### src/rtl/macc_seq_ctrl.sv
`timescale 1ns/1ps
// macc_seq_ctrl
// Sequencer for one MACC instance. Accepts a dot-product command, streams
// operand beats into the MACC with the right op_code per beat, waits out the
// MACC pipeline latency, captures the final MACC output and offers it on a
// result port.
//
// Ports:
//   clk, reset            clock; synchronous active-low reset
//   cmd_*                 command channel (len, square, bias enable, bias)
//   op_valid/op_ready     operand beat channel, op_a/op_b operands
//   macc_*                registered drive to the MACC, macc_out is its result
//   res_valid/res_ready   result channel, res_data is the captured macc_out
//   busy                  high whenever the sequencer is not idle
//   dbg_state             current FSM state (IDLE=0, STREAM=1, DRAIN=2, DONE=3)
//
// Handshakes: every channel transfers in a cycle where both valid and ready
// are high at the rising edge. Ready never depends on the same-cycle valid
// of that channel; it is a function of the FSM state only.
module macc_seq_ctrl #(
    parameter int OP_WIDTH     = 16,
    parameter int ACC_WIDTH    = 16,
    parameter int OUT_WIDTH    = 16,
    parameter int LEN_WIDTH    = 10,
    parameter int MACC_LATENCY = 3
) (
    input  logic                 clk,
    input  logic                 reset,
    input  logic                 cmd_valid,
    output logic                 cmd_ready,
    input  logic [LEN_WIDTH-1:0] cmd_len,
    input  logic                 cmd_square,
    input  logic                 cmd_bias_en,
    input  logic [ACC_WIDTH-1:0] cmd_bias,
    input  logic                 op_valid,
    output logic                 op_ready,
    input  logic [OP_WIDTH-1:0]  op_a,
    input  logic [OP_WIDTH-1:0]  op_b,
    output logic                 macc_enable,
    output logic                 macc_clear,
    output logic [2:0]           macc_op_code,
    output logic [OP_WIDTH-1:0]  macc_op_0,
    output logic [OP_WIDTH-1:0]  macc_op_1,
    output logic [ACC_WIDTH-1:0] macc_op_add,
    input  logic [OUT_WIDTH-1:0] macc_out,
    output logic                 res_valid,
    input  logic                 res_ready,
    output logic [OUT_WIDTH-1:0] res_data,
    output logic                 busy,
    output logic [1:0]           dbg_state
);

    localparam int DRAIN_W = (MACC_LATENCY < 1) ? 1 : $clog2(MACC_LATENCY + 1);

    typedef enum logic [1:0] {
        ST_IDLE   = 2'd0,
        ST_STREAM = 2'd1,
        ST_DRAIN  = 2'd2,
        ST_DONE   = 2'd3
    } state_t;

    state_t               state_q, state_d;
    logic [LEN_WIDTH-1:0] len_q, len_d;
    logic [LEN_WIDTH-1:0] beat_cnt_q, beat_cnt_d;
    logic                 square_q, square_d;
    logic                 bias_en_q, bias_en_d;
    logic [ACC_WIDTH-1:0] bias_q, bias_d;
    logic                 zero_q, zero_d;
    logic [DRAIN_W-1:0]   drain_cnt_q, drain_cnt_d;
    logic [OUT_WIDTH-1:0] res_data_q, res_data_d;

    logic                 enable_q, enable_d;
    logic                 clear_q, clear_d;
    logic [2:0]           op_code_q, op_code_d;
    logic [OP_WIDTH-1:0]  op_0_q, op_0_d;
    logic [OP_WIDTH-1:0]  op_1_q, op_1_d;
    logic [ACC_WIDTH-1:0] op_add_q, op_add_d;

    // Beat issued to the MACC this cycle (external or the internal zero beat).
    logic                 beat_fire;
    logic [OP_WIDTH-1:0]  beat_a;
    logic [OP_WIDTH-1:0]  beat_b;
    logic [LEN_WIDTH-1:0] beat_next;

    assign beat_next = beat_cnt_q + LEN_WIDTH'(1);

    always_comb begin
        state_d     = state_q;
        len_d       = len_q;
        beat_cnt_d  = beat_cnt_q;
        square_d    = square_q;
        bias_en_d   = bias_en_q;
        bias_d      = bias_q;
        zero_d      = zero_q;
        drain_cnt_d = drain_cnt_q;
        res_data_d  = res_data_q;
        beat_fire   = 1'b0;
        beat_a      = op_a;
        beat_b      = op_b;

        unique case (state_q)
            ST_IDLE: begin
                if (cmd_valid) begin
                    len_d      = cmd_len;
                    square_d   = cmd_square;
                    bias_en_d  = cmd_bias_en;
                    bias_d     = cmd_bias;
                    beat_cnt_d = '0;
                    zero_d     = (cmd_len == '0);
                    state_d    = ST_STREAM;
                end
            end
            ST_STREAM: begin
                if (zero_q) begin
                    // A zero-length command still needs one MACC update so
                    // the result reflects the bias (or 0) and not stale data.
                    beat_fire   = 1'b1;
                    beat_a      = '0;
                    beat_b      = '0;
                    state_d     = ST_DRAIN;
                    drain_cnt_d = DRAIN_W'(MACC_LATENCY);
                end else if (op_valid) begin
                    beat_fire  = 1'b1;
                    beat_cnt_d = beat_next;
                    if (beat_next == len_q) begin
                        state_d     = ST_DRAIN;
                        drain_cnt_d = DRAIN_W'(MACC_LATENCY);
                    end
                end
            end
            ST_DRAIN: begin
                // Counter hits 0 exactly in the cycle the last beat's result
                // is visible on macc_out.
                if (drain_cnt_q == '0) begin
                    res_data_d = macc_out;
                    state_d    = ST_DONE;
                end else begin
                    drain_cnt_d = drain_cnt_q - DRAIN_W'(1);
                end
            end
            ST_DONE: begin
                if (res_ready) begin
                    state_d = ST_IDLE;
                end
            end
            default: state_d = ST_IDLE;
        endcase

        // MACC drive: op_code and operands hold through gaps so a stalled
        // stream does not disturb accumulation.
        enable_d  = beat_fire;
        op_code_d = op_code_q;
        op_0_d    = op_0_q;
        op_1_d    = op_1_q;
        op_add_d  = op_add_q;
        if (beat_fire) begin
            op_0_d   = beat_a;
            op_1_d   = square_q ? beat_a : beat_b;
            op_add_d = bias_q;
            if (beat_cnt_q == '0) begin
                op_code_d = {bias_en_q, 1'b0, square_q};
            end else begin
                op_code_d = {1'b0, 1'b1, square_q};
            end
        end
        clear_d = (state_d == ST_IDLE);
    end

    always_ff @(posedge clk) begin
        if (!reset) begin
            state_q     <= ST_IDLE;
            len_q       <= '0;
            beat_cnt_q  <= '0;
            square_q    <= 1'b0;
            bias_en_q   <= 1'b0;
            bias_q      <= '0;
            zero_q      <= 1'b0;
            drain_cnt_q <= '0;
            res_data_q  <= '0;
            enable_q    <= 1'b0;
            clear_q     <= 1'b1;
            op_code_q   <= 3'd0;
            op_0_q      <= '0;
            op_1_q      <= '0;
            op_add_q    <= '0;
        end else begin
            state_q     <= state_d;
            len_q       <= len_d;
            beat_cnt_q  <= beat_cnt_d;
            square_q    <= square_d;
            bias_en_q   <= bias_en_d;
            bias_q      <= bias_d;
            zero_q      <= zero_d;
            drain_cnt_q <= drain_cnt_d;
            res_data_q  <= res_data_d;
            enable_q    <= enable_d;
            clear_q     <= clear_d;
            op_code_q   <= op_code_d;
            op_0_q      <= op_0_d;
            op_1_q      <= op_1_d;
            op_add_q    <= op_add_d;
        end
    end

    assign cmd_ready    = (state_q == ST_IDLE);
    assign op_ready     = (state_q == ST_STREAM) && !zero_q;
    assign res_valid    = (state_q == ST_DONE);
    assign res_data     = res_data_q;
    assign busy         = (state_q != ST_IDLE);
    assign dbg_state    = state_q;
    assign macc_enable  = enable_q;
    assign macc_clear   = clear_q;
    assign macc_op_code = op_code_q;
    assign macc_op_0    = op_0_q;
    assign macc_op_1    = op_1_q;
    assign macc_op_add  = op_add_q;

endmodule

### config.mk
export PLATFORM = sky130hd
export DESIGN_NAME = macc_seq_ctrl
export DESIGN_NICKNAME = d
export VERILOG_FILES = /design/src/rtl/macc_seq_ctrl.sv
export SDC_FILE = /design/constraint.sdc
export NUM_CORES = 1
export LEC_CHECK = 0
export CAP_MARGIN = 20
export CORE_MARGIN = 2
export CORE_UTILIZATION = 47
export DETAILED_ROUTE_END_ITERATION = 12
export PLACE_DENSITY = 0.77
export SYNTH_ARGS = -nofsm -noshare
export SYNTH_HDL_FRONTEND = slang
export SYNTH_SLANG_ARGS = --single-unit
### constraint.sdc
create_clock -name clk -period 2.7 [get_ports clk]
set_input_delay 0.27 -clock clk [delete_from_list [all_inputs] [get_ports clk]]
set_output_delay 0.27 -clock clk [all_outputs]
set_load 0.01 [all_outputs]
==> flow_summary.toml <==
[grt]
grt_max_degree = 48
grtUsageMet2 = 0.394
busiest_layer = "met2"
first_global_vias = 4261
use_met3 = 0.0349
grt_antenna_before_repair = 0
grt_use_total = 0.223
grt_overflow = 0
grt_first_pass_wirelength_um = 20300
use_met1 = 0.279

[cts]
htreeDepth = 3
path_clk_slew_ns = 0.12
cts_root_buf = "clkbuf_8"
cts_sinks = 112
hold_buffers = 0
ctsResizeCount = 0
clk_latency_ns = 0.38
post-cts-setup-buffer-count = 0
cts_tree = "built"
numCtsBuffers = 9
cts.path.max_buffers = 2

[placement]
dp_hpwl_um = 9320
numPortBuffers = 155
gp_congestion = 0.920
placed_cell_area_um2 = 6580
dp_cells = 845

[synthesis]
synth-edff-count = 0
synthCells = 582
synth_seq_cells = 112
synth_top_cell_by_area = "dfxtp_1"
synthDistinctLibCells = 49
syn_area_um2 = 4910
synth_seq_area_share = 0.456
avgSynthCellArea_um2 = 8.44
synth_nets = 666
synth_area_leaders = "dfxtp_1, nand2_1, a21boi_0, mux2i_1, nor2b_1"
ys_top_cells_by_count = "nand2_1, dfxtp_1, a21boi_0"
async_flop_share = 0
synth.most_common_cell = "nand2_1"
netlist.area_leader.share = 0.456
yosysWarningCount = 0
ys.flop_type = "dfxtp_1"

[layout]
nFillCells = 870
drive_above_1_share = 0.0579
diodes = 0
regArea_um2 = 2240
area_delta_synth_final_pct = 38.2
multi_input_area_um2 = 2480
final_cell_area_um2 = 6790
instances_no_fill = 861
nets = 804

[sta]
tns_ns = 0
fmax_ghz = 0.430
slew_headroom = 0.534
setup_viol = 0
fin_crit_sh = 0.860
worstMarginPinSlew_ns = 0.699
rsz0062_at_grt = "no"
maxSlewViolCount = 0
fin_skew_ns = 0.0193
final.min_clock_period_ns = 2.32
hold_viol = 0

[route]
totalWireLength_um = 12800
wl_per_cell_um = 14.9
num_vias = 4476
ant_nets = 0
drtIter0Drc = 228
drc = 0
first_pass_iters = 4
viasPerCell = 5.20

[floorplanning]
core_um2 = 10200
io_pins = 156
die_w_um = 106
floorplan.initialDensity = 0.480
fp.dieArea_um2 = 11300
die_height_um = 106
row_count = 37

[power]
power_density_nw_per_um2 = 494
pwr-share-seq = 0.526
power_frac_clock = 0.312
switching_share = 0.268
p_switching_uw = 898
p_leak_uw = 0.00238
total_power_uw = 3360
ir_drop_uv = 282
p_int_uw = 2460
combPwrFrac = 0.162

[run_status]
status = "finished, final reports clean"

[worst_setup_path]
start_kind = "flip-flop"
cp.required_ns = 2.96
reg2reg_slack_ns = 0.38
end_kind = "flip-flop"
critPathArrivalTime_ns = 2.59
crit_fanout = 9
worst-setup-path-type = "flip-flop to flip-flop"

[run]
cap_violations = 0

[worst_hold_path]
hold_class = "primary input to flip-flop"
layer usage:
| metal | share of wire | wire length [µm] |
|---|---|---|
| met1 | 0.44 | 5650 |
| met5 | 0 | 0 |
| met3 | 0.053 | 674 |
| met2 | 0.50 | 6360 |
| met4 | 0.012 | 151 |
registers in the layout, indices dropped and copies added (netlist names):
name / cells
beat_cnt_q: 10
bias_en_q: 1
bias_q: 16
dbg_state: 2
drain_cnt_q: 2
len_q: 10
macc_clear: 1
macc_enable: 1
macc_op_0: 16
macc_op_1: 16
macc_op_add: 16
macc_op_code: 3
res_data: 16
square_q: 1
zero_q: 1
per-stage QoR:
step	setup WS [ns]	util	hold slack (ns)
after floorplan	0.603	-	0.369
after global placement	0.457	0.643	0.445
after detailed placement	0.404	0.643	0.457
after CTS	0.374	0.664	0.427
after global routing	0.212	0.664	0.433
final	0.377	0.664	0.444
critical path: stages, from the launching register on:
cell and delay (ns):
dfxtp_1 0.54, ha_1 0.36, and3_1 0.24, nand3_1 0.15, xnor2_1 0.18, nor4_2 0.29
o211ai_2 0.18, a32o_1 0.28
power by group through the flow:
stage	registers (µW)	logic, µW	clock network, µW
after floorplan	1800	257	0
after global placement	1800	533	0
after detailed placement	1800	543	0
after CTS	1770	546	1070
after global routing	1780	593	1130
final	1770	543	1050
worst paths after layout:
kind                         startpoint  cells past startpoint                         to
max          beat_cnt_q[0]$_SDFFE_PN0P_                      7    dbg_state[0]$_SDFF_PN0_
min                         cmd_bias[8]                      3     bias_q[8]$_SDFFE_PN0P_
max reg2reg  beat_cnt_q[0]$_SDFFE_PN0P_                      7    dbg_state[0]$_SDFF_PN0_
min reg2reg   res_data[11]$_SDFFE_PN0P_                      2  res_data[11]$_SDFFE_PN0P_
logic make-up after synthesis:
logic type,after synthesis,synth area share
AOI/OAI and AO/OA,142,0.199
muxes,18,0.0367
buffers and inverters,50,0.0418
and+or+nand+nor,245,0.237
adders and majority gates,3,0.00764
DFF,112,0.456
xor gates and xnor gates,12,0.0214
cell type report:
cell class,instances,share of cell area
flip-flops and latches,112,0.330
inverters,7,0.00387
clock buffers,9,0.0182
well taps,136,0.0251
repair buffers,170,0.244
multi-input cells,420,0.366
clock inverters,7,0.0127
layout by cell type (no fill, tap or decap), types with 3 or more instances in the layout:
cell type | synthesis | layout
a21boi_0 | 67 | 67
a21oi_1 | 11 | 11
a22oi_1 | 17 | 17
a31oi_1 | 3 | 3
and2_1 | 18 | 18
and3_1 | 3 | 3
buf_4 | 0 | 15
clkbuf_8 | 0 | 9
clkdlybuf4s50_1 | 0 | 154
dfxtp_1 | 112 | 112
ha_1 | 3 | 3
inv_1 | 7 | 7
mux2i_1 | 18 | 18
nand2_1 | 154 | 154
nand2b_1 | 3 | 3
nand3_1 | 5 | 5
nor2_1 | 12 | 12
nor2b_1 | 24 | 24
nor3_1 | 6 | 5
nor4_1 | 5 | 5
o21a_1 | 3 | 3
o21ai_0 | 27 | 27
xnor2_1 | 10 | 10
No activity file was read; power rests on OpenSTA's default activity.
